==> config.mk <==
export PLATFORM = sky130hd
export DESIGN_NAME = mem_port_arbiter_flat
export DESIGN_NICKNAME = d
export VERILOG_FILES = /design/src/rtl/mem_port_arbiter_if.sv /design/src/rtl/mem_port_arbiter.sv /design/src/flat_wrapper.sv
export SDC_FILE = /design/constraint.sdc
export NUM_CORES = 1
export LEC_CHECK = 0
export CORE_MARGIN = 1
export CORE_UTILIZATION = 43
export CTS_BUF_LIST = sky130_fd_sc_hd__clkbuf_8 sky130_fd_sc_hd__clkbuf_16
export CTS_CLUSTER_DIAMETER = 40
export CTS_CLUSTER_SIZE = 30
export DETAILED_ROUTE_END_ITERATION = 6
export PLACE_DENSITY = 0.93
export SLEW_MARGIN = 15
export SYNTH_ARGS = -nofsm -noshare
export SYNTH_HDL_FRONTEND = slang
export SYNTH_SLANG_ARGS = --single-unit
export TNS_END_PERCENT = 50
==> constraint.sdc <==
create_clock -name clk -period 2.3 [get_ports clk]
set_input_delay 0.575 -clock clk [delete_from_list [all_inputs] [get_ports clk]]
set_output_delay 0.575 -clock clk [all_outputs]
set_load 0.005 [all_outputs]
==> src/rtl/mem_port_arbiter_if.sv <==
// Request, response and memory-side signals of the shared memory port arbiter.
// Pure wiring bundle: no storage, no added latency.
// Handshakes are level-held requests answered by done pulses, and mem_req answered by mem_ready.
interface mem_port_arbiter_if #(
    parameter int ADDR_W = 32,
    parameter int DATA_W = 32
);
    // fetch side
    logic                  if_req;
    logic [ADDR_W-1:0]     if_addr;
    logic [DATA_W-1:0]     if_rdata;
    logic                  if_done;
    // data side
    logic                  d_req;
    logic                  d_we;
    logic [DATA_W/8-1:0]   d_be;
    logic [ADDR_W-1:0]     d_addr;
    logic [DATA_W-1:0]     d_wdata;
    logic [DATA_W-1:0]     d_rdata;
    logic                  d_done;
    // status towards the pipeline
    logic                  bus_err;
    logic                  stall_if;
    logic                  stall_mem;
    // memory side
    logic                  mem_req;
    logic                  mem_we;
    logic [DATA_W/8-1:0]   mem_be;
    logic [ADDR_W-1:0]     mem_addr;
    logic [DATA_W-1:0]     mem_wdata;
    logic                  mem_ready;
    logic [DATA_W-1:0]     mem_rdata;

    // arbiter view
    modport slave (
        input  if_req, if_addr, d_req, d_we, d_be, d_addr, d_wdata, mem_ready, mem_rdata,
        output if_rdata, if_done, d_rdata, d_done, bus_err, stall_if, stall_mem,
               mem_req, mem_we, mem_be, mem_addr, mem_wdata
    );

    // pipeline + memory view
    modport master (
        output if_req, if_addr, d_req, d_we, d_be, d_addr, d_wdata, mem_ready, mem_rdata,
        input  if_rdata, if_done, d_rdata, d_done, bus_err, stall_if, stall_mem,
               mem_req, mem_we, mem_be, mem_addr, mem_wdata
    );
endinterface

==> src/rtl/mem_port_arbiter.sv <==
// Shares one memory port between fetch and data requesters; data wins, with a watchdog abort.
// Latency: done 2 cycles after the request is seen in IDLE, plus one cycle per memory wait state.
// Requesters are stalled until their done pulse; mem_req is held until mem_ready or watchdog expiry.
module mem_port_arbiter #(
    parameter int ADDR_W  = 32,
    parameter int DATA_W  = 32,
    parameter int TIMEOUT = 64
) (
    input  logic clk,
    input  logic rst,
    mem_port_arbiter_if.slave bus
);
    localparam int BE_W  = DATA_W / 8;
    localparam int CNT_W = (TIMEOUT > 1) ? $clog2(TIMEOUT) : 1;
    localparam logic [CNT_W-1:0] WD_LAST = CNT_W'((TIMEOUT == 0) ? 0 : TIMEOUT - 1);

    typedef enum logic [2:0] {IDLE, BUSY_I, BUSY_D, RESP_I, RESP_D} state_t;

    state_t              state_q;
    logic                mem_req_q;
    logic                mem_we_q;
    logic [BE_W-1:0]     mem_be_q;
    logic [ADDR_W-1:0]   mem_addr_q;
    logic [DATA_W-1:0]   mem_wdata_q;
    logic [DATA_W-1:0]   if_rdata_q;
    logic [DATA_W-1:0]   d_rdata_q;
    logic                if_done_q;
    logic                d_done_q;
    logic                bus_err_q;
    logic [CNT_W-1:0]    wd_cnt_q;
    logic                wd_fire;

    // watchdog expiry: last allowed wait cycle with memory still silent
    assign wd_fire = (TIMEOUT != 0) && (wd_cnt_q == WD_LAST);

    // arbitration FSM with registered memory-side and response outputs
    always_ff @(posedge clk) begin
        if (rst) begin
            state_q     <= IDLE;
            mem_req_q   <= 1'b0;
            mem_we_q    <= 1'b0;
            mem_be_q    <= '0;
            mem_addr_q  <= '0;
            mem_wdata_q <= '0;
            if_rdata_q  <= '0;
            d_rdata_q   <= '0;
            if_done_q   <= 1'b0;
            d_done_q    <= 1'b0;
            bus_err_q   <= 1'b0;
            wd_cnt_q    <= '0;
        end else begin
            if_done_q <= 1'b0;
            d_done_q  <= 1'b0;
            bus_err_q <= 1'b0;
            unique case (state_q)
                IDLE: begin
                    wd_cnt_q <= '0;
                    // data is the older instruction, so it always wins a tie
                    if (bus.d_req) begin
                        state_q     <= BUSY_D;
                        mem_req_q   <= 1'b1;
                        mem_we_q    <= bus.d_we;
                        mem_be_q    <= bus.d_we ? bus.d_be : '1;
                        mem_addr_q  <= bus.d_addr;
                        mem_wdata_q <= bus.d_wdata;
                    end else if (bus.if_req) begin
                        state_q     <= BUSY_I;
                        mem_req_q   <= 1'b1;
                        mem_we_q    <= 1'b0;
                        mem_be_q    <= '1;
                        mem_addr_q  <= bus.if_addr;
                        mem_wdata_q <= '0;
                    end
                end
                BUSY_I, BUSY_D: begin
                    if (bus.mem_ready) begin
                        mem_req_q <= 1'b0;
                        mem_we_q  <= 1'b0;
                        if (state_q == BUSY_I) begin
                            if_rdata_q <= bus.mem_rdata;
                            if_done_q  <= 1'b1;
                            state_q    <= RESP_I;
                        end else begin
                            // a store returns no data, so the last load result survives
                            if (!mem_we_q) begin
                                d_rdata_q <= bus.mem_rdata;
                            end
                            d_done_q <= 1'b1;
                            state_q  <= RESP_D;
                        end
                    end else if (wd_fire) begin
                        mem_req_q <= 1'b0;
                        mem_we_q  <= 1'b0;
                        bus_err_q <= 1'b1;
                        if (state_q == BUSY_I) begin
                            if_rdata_q <= '0;
                            if_done_q  <= 1'b1;
                            state_q    <= RESP_I;
                        end else begin
                            d_rdata_q <= '0;
                            d_done_q  <= 1'b1;
                            state_q   <= RESP_D;
                        end
                    end else begin
                        wd_cnt_q <= wd_cnt_q + 1'b1;
                    end
                end
                // one response cycle; the still-held request is not re-granted from here
                RESP_I, RESP_D: state_q <= IDLE;
                default:        state_q <= IDLE;
            endcase
        end
    end

    assign bus.mem_req   = mem_req_q;
    assign bus.mem_we    = mem_we_q;
    assign bus.mem_be    = mem_be_q;
    assign bus.mem_addr  = mem_addr_q;
    assign bus.mem_wdata = mem_wdata_q;
    assign bus.if_rdata  = if_rdata_q;
    assign bus.d_rdata   = d_rdata_q;
    assign bus.if_done   = if_done_q;
    assign bus.d_done    = d_done_q;
    assign bus.bus_err   = bus_err_q;
    assign bus.stall_if  = bus.if_req & ~if_done_q;
    assign bus.stall_mem = bus.d_req & ~d_done_q;
endmodule

==> src/flat_wrapper.sv <==
// flat-port wrapper written by rule: the top's interface ports become plain ports
module mem_port_arbiter_flat 
#(
    parameter int ADDR_W  = 32,
    parameter int DATA_W  = 32,
    parameter int TIMEOUT = 64
)
  (clk, rst, bus_if_req, bus_if_addr, bus_d_req, bus_d_we, bus_d_be, bus_d_addr, bus_d_wdata, bus_mem_ready, bus_mem_rdata, bus_if_rdata, bus_if_done, bus_d_rdata, bus_d_done, bus_bus_err, bus_stall_if, bus_stall_mem, bus_mem_req, bus_mem_we, bus_mem_be, bus_mem_addr, bus_mem_wdata);
  mem_port_arbiter_if #(.ADDR_W(ADDR_W), .DATA_W(DATA_W)) bus_i ();
  input  logic clk;
  input  logic rst;
  input wire logic [$bits(bus_i.if_req)-1:0] bus_if_req;
  input wire logic [$bits(bus_i.if_addr)-1:0] bus_if_addr;
  input wire logic [$bits(bus_i.d_req)-1:0] bus_d_req;
  input wire logic [$bits(bus_i.d_we)-1:0] bus_d_we;
  input wire logic [$bits(bus_i.d_be)-1:0] bus_d_be;
  input wire logic [$bits(bus_i.d_addr)-1:0] bus_d_addr;
  input wire logic [$bits(bus_i.d_wdata)-1:0] bus_d_wdata;
  input wire logic [$bits(bus_i.mem_ready)-1:0] bus_mem_ready;
  input wire logic [$bits(bus_i.mem_rdata)-1:0] bus_mem_rdata;
  output wire logic [$bits(bus_i.if_rdata)-1:0] bus_if_rdata;
  output wire logic [$bits(bus_i.if_done)-1:0] bus_if_done;
  output wire logic [$bits(bus_i.d_rdata)-1:0] bus_d_rdata;
  output wire logic [$bits(bus_i.d_done)-1:0] bus_d_done;
  output wire logic [$bits(bus_i.bus_err)-1:0] bus_bus_err;
  output wire logic [$bits(bus_i.stall_if)-1:0] bus_stall_if;
  output wire logic [$bits(bus_i.stall_mem)-1:0] bus_stall_mem;
  output wire logic [$bits(bus_i.mem_req)-1:0] bus_mem_req;
  output wire logic [$bits(bus_i.mem_we)-1:0] bus_mem_we;
  output wire logic [$bits(bus_i.mem_be)-1:0] bus_mem_be;
  output wire logic [$bits(bus_i.mem_addr)-1:0] bus_mem_addr;
  output wire logic [$bits(bus_i.mem_wdata)-1:0] bus_mem_wdata;
  assign bus_i.if_req = bus_if_req;
  assign bus_i.if_addr = bus_if_addr;
  assign bus_i.d_req = bus_d_req;
  assign bus_i.d_we = bus_d_we;
  assign bus_i.d_be = bus_d_be;
  assign bus_i.d_addr = bus_d_addr;
  assign bus_i.d_wdata = bus_d_wdata;
  assign bus_i.mem_ready = bus_mem_ready;
  assign bus_i.mem_rdata = bus_mem_rdata;
  assign bus_if_rdata = bus_i.if_rdata;
  assign bus_if_done = bus_i.if_done;
  assign bus_d_rdata = bus_i.d_rdata;
  assign bus_d_done = bus_i.d_done;
  assign bus_bus_err = bus_i.bus_err;
  assign bus_stall_if = bus_i.stall_if;
  assign bus_stall_mem = bus_i.stall_mem;
  assign bus_mem_req = bus_i.mem_req;
  assign bus_mem_we = bus_i.mem_we;
  assign bus_mem_be = bus_i.mem_be;
  assign bus_mem_addr = bus_i.mem_addr;
  assign bus_mem_wdata = bus_i.mem_wdata;
  mem_port_arbiter #(.ADDR_W(ADDR_W), .DATA_W(DATA_W), .TIMEOUT(TIMEOUT)) u_core (.clk(clk), .rst(rst), .bus(bus_i));
endmodule
Word level (Yosys, flattened, before mapping):

Index checks and enable logic that the tools add are counted.

* ROM bits: 0
* memories kept: 0
* bits in latches: 0
* bits of input ports: 138
* output and inout port bits: 139
* RAM bits: 0
* logic and storage cells: 80
* register bits: 146

* multipliers: 0
* multiplexer cells: 40
* bitwise operators: 6
* add/subtract/negate cells: 1
* eq/ne operators: 8
* shift-type cells: 0
* magnitude comparators: 0
* reduce and logical (&&, ||, !) cells: 13
* divide/modulo/power cells: 0

Operator list (count)
* 2-to-1 mux 32 bit: 13
* 2-to-1 mux 3 bit: 5
* 2-to-1 mux 1 bit: 13
* 2-to-1 mux 4 bit: 3
* 2-to-1 mux 6 bit: 2
* one-hot mux 6 bit (2 select lines): 1
* AND reduction 3 bit: 3
* adder 6 x 1 -> 6 bit, second input constant: 1
* equality test 6 bit, second input constant: 1
* inequality test 2 bit, second input constant: 3
* one-hot mux 3 bit (2 select lines): 1
* nonzero test 2 bit: 3
* inverter 1 bit: 4
* one-hot mux 1 bit (2 select lines): 2
* AND reduction 2 bit: 2
* AND reduction 4 bit: 1
* OR reduction 2 bit: 2
* equality test 3 x 1 -> 1 bit, second input constant: 1
* equality test 3 x 2 -> 1 bit, second input constant: 1
* zero test 3 bit: 1
* inequality test 3 x 2 -> 1 bit, second input constant: 1
* inequality test 3 bit, second input constant: 1
* OR reduction 3 bit: 1
* AND 1 bit: 2

Longest topological paths before layout:

* word-level depth: 5
* gate-level depth with buffers: 7
* gate-level depth less buffers: 5

Worst setup path before layout:

OpenSTA, ideal clock, no wires.

* path type: input port to output port
* start point: input bus_d_req
* end point: output bus_stall_mem
* data arrival time: 1.231 ns
* setup slack: 0.494 ns
* buffers on the path: 2
* cell stages on the path: 4
* data required time: 1.725 ns
* cell sequence: buf_2 -> buf_2 -> inv_1 -> nor2_1

* longest elaborated chain between the ends: 1

Ends and longest elaborated chain
* start: declaration: RTL line flat_wrapper.sv:14 `input wire logic [$bits(bus_i.d_req)-1:0] bus_d_req;`
* AND 1 bit: RTL line mem_port_arbiter.sv:126 `assign bus.stall_mem = bus.d_req & ~d_done_q;`
* end: declaration: RTL line flat_wrapper.sv:27 `output wire logic [$bits(bus_i.stall_mem)-1:0] bus_stall_mem;`

No other way between the ends.

Worst setup path after layout:

* start point: input bus_if_req
* end point: output bus_stall_if

* longest elaborated chain between the ends: 1

Ends and longest elaborated chain
* start: declaration: RTL line flat_wrapper.sv:12 `input wire logic [$bits(bus_i.if_req)-1:0] bus_if_req;`
* AND 1 bit: RTL line mem_port_arbiter.sv:125 `assign bus.stall_if = bus.if_req & ~if_done_q;`
* end: declaration: RTL line flat_wrapper.sv:26 `output wire logic [$bits(bus_i.stall_if)-1:0] bus_stall_if;`

No other way between the ends.

==> metrics.txt <==
outcome=finished, final reports clean; GPL Wtd Cong=just under 0.8; final hold vios=0; post-detail-place hpwl=about 12,000 um; antenna cells=0; CTS tree=done; drt pass-1 iters=4; Area Growth Syn to Fin=63.4%; layout cells sized above 1=7.33%; post-synthesis mux area share=6.16%; DP Area=8430 um^2; Syn Inst Count=between 500 and 600; maxcap violations=0; CTS Buf Count=17; relative slew slack=slightly above 60%; Avg Synthesized Cell Area=between 9 and 10 um^2; post-synthesis compound-gate area fraction=approximately a quarter; first-pass GRT wire length=about 26,000 um; FF-to-FF Start=u_core.state_q[0]$_SDFFE_PP0P_; Total GRT Usage=24.8%; HP Class=reg2reg; vias in the first global route=5,254; Simple-Gate Fraction of Synth Area=12.2%; Placed Instances=a little under 1,000; Hold Path Stages=2; Post-synth EDFFs=0; total core area=~13,000 um^2; initial drt markers=around 400; Max FO, Critical Path=2; xor/xnor share of the synthesized area=less than 1%; number of top-level pins=roughly 280; Cell Rows=just over 40; initial core utilization=43.9%; vias per cell=5.29; Slowest cell on crit path=clkdlybuf4s50_1; initial antenna violation count=0; Die ar.=around 13,000 um^2; Post-Layout Cell Count=between 1,000 and 1,500; WP data required=1730 ps; detailed-route DRC error count=0; Finished Cell Area=a little over 9000 um^2; WL/cell=16.3 um; Post-CTS Hold Fix Bufs=0; WHS Endpoint=u_core.bus.if_rdata[18]$_SDFFE_PP0P_; GR Overflow Total=0; FF-to-FF path depth=4; Final min period=approximately 2100 ps; most frequent cells in the layout=clkdlybuf4s50_1, dfxtp_1, nor2_1; PortBufs=276; YS warnings=0; Clock Power Share=42.0%; setup bufs post-CTS=0; largest family of logic cells by synthesized area=compound AO/OA/AOI/OAI gates; #FFs+latches synth=~150; critical path startpoint category=input pin; vias post-DR=between 5,000 and 6,000; fraction of the mapped netlist area in adder cells=less than 1%; Worst Tran Pin Value=582 ps; unrepaired setup endpoints after global routing=no; # clock sinks=about 150; CP Launch Point=bus_if_req; Clock Skew=between 6 and 7 ps; setup TNS=0 ps; Top FF cell, synth=dfxtp_1; fmax=482 MHz; Reg power frac=approximately two fifths; Internal Power=roughly 5200 uW; Worst-path clk slew=approximately 60 ps; pwr/cell area=about 760 nW/um^2; Cell Area, Synth=5540 um^2; die height=116 um; CTS root buf=clkbuf_16; crit path kind=in2out; Bufs on Longest Clock Path=2; Pleak=0.00340 uW; Post-synth ARST share=0%; largest net degree at the start of global routing=a little under 70; Net Sw Power=about 1800 uW; Worst EP arrival=1500 ps; final wirelength=~17,000 um; ratio of final minimum period to clock period=around 90%; H-tree depth=4; slowest stage delay, CP=approximately 500 ps; critical-path cell list=dlygate4sd2_1 > nor2b_4 > clkdlybuf4s50_1; NumNets Final=972; crit end category=output port; Sw Share=25.5%; Comb pwr share=about 18%; VDD IR max=between 0.4 and 0.5 mV; Post-CTS Resized=3; fillers=933; sequential fraction of the synthesis area=52.7%; hold path startpoint=u_core.bus.if_rdata[18]$_SDFFE_PP0P_; syn_nets=712; Slew Limit Fails=0; most common cell after layout, fill and taps aside=clkdlybuf4s50_1; reg-to-reg endpoint=u_core.bus.if_rdata[25]$_SDFFE_PP0P_; Netlist cell types=44; Die X-Extent=116 um; post-route ant nets=0; worst skew pair latency=420 ps; r2r setup slk=between 300 and 400 ps; final setup fails=0
synthesized netlist by cell type, drive strengths merged (14+ instances only):
| master | instances | area share, % |
|---|---|---|
| dfxtp | 146 | 53 |
| nor2 | 75 | 5.4 |
| nand2 | 37 | 2.5 |
| a21oi | 36 | 3.3 |
| o21ai | 35 | 3.2 |
| a22oi | 34 | 4.6 |
| a211oi | 33 | 4.5 |
| mux2i | 33 | 6.0 |
| a22o | 32 | 5.1 |
| buf | 31 | 3.6 |
| clkbuf | 21 | 1.4 |
| nor3 | 14 | 1.4 |
final cells by class:
| class | count | area [um^2] | share of cell area, % |
|---|---|---|---|
| clock inverter | 15 | 198 | 2.18 |
| clock buffer | 17 | 425 | 4.70 |
| timing repair buffer | 293 | 2930 | 32.4 |
| multi-input combinational | 371 | 2350 | 26.0 |
| sequential | 146 | 2920 | 32.3 |
| inverter | 4 | 15.0 | 0.166 |
| tap | 172 | 215 | 2.38 |
critical path, delay by kind of cell:
| family | cells | cell delay (ps) |
|---|---|---|
| and+or+nand+nor | 1 | 170 |
| buffers and inverters | 2 | 760 |
flip-flops by register name, indices dropped and copies added, names as in the netlist:
| name | flops |
|---|---|
| u_core.wd_cnt_q | 6 |
| u_core.bus.mem_req | 1 |
| u_core.state_q | 3 |
| u_core.bus.bus_err | 1 |
| u_core.bus.if_rdata | 32 |
| u_core.bus.mem_we | 1 |
| u_core.bus.d_rdata | 32 |
| u_core.bus.mem_be | 4 |
| u_core.bus.mem_wdata | 32 |
| u_core.bus.d_done | 1 |
| u_core.bus.mem_addr | 32 |
| u_core.bus.if_done | 1 |
metrics by stage:
step	util, %	hold WS [ps]	setup slack [ps]	total power [uW]
2_1_floorplan	-	449	494	3350
3_3_place_gp	66.8	456	-56.8	4040
3_5_place_dp	66.8	463	-49.7	4070
4_1_cts	71.8	472	239	6980
5_1_grt	71.8	488	187	7210
6_report	71.8	470	225	6930
logic make-up (layout without fill, tap and decap cells):
group,Yosys count,count (layout)
and+or+nand+nor,150,150
xor gates and xnor gates,1,1
adders and majority gates,1,1
buffers and inverters,56,329
AOI/OAI and AO/OA,185,185
muxes,34,34
DFF,146,146
how the worst max path moves through the flow:
stage                          to  slack (ps)
finish               bus_stall_if         220
global route         bus_stall_if         190
CTS                  bus_stall_if         240
detailed placement   bus_stall_if         -50
global placement     bus_stall_if         -60
floorplan           bus_stall_mem         490
power groups by stage:
stage | sequential (uW) | combinational (uW) | clock (uW)
finish | 2810 | 1210 | 2910
CTS | 2810 | 1220 | 2950
global placement | 2850 | 1190 | 0
global route | 2830 | 1310 | 3070
detailed placement | 2860 | 1210 | 0
floorplan | 2860 | 488 | 0
metal layers:
metal  routed length (um)  global-route usage (%)  part of all wire [%]
met5                    0                       0                     0
met3                 1280                    7.90                   7.7
met4                  463                    10.6                   2.8
met1                 6440                    26.5                    39
met2                 8420                    44.8                    51
No activity file was read; power rests on OpenSTA's default activity.
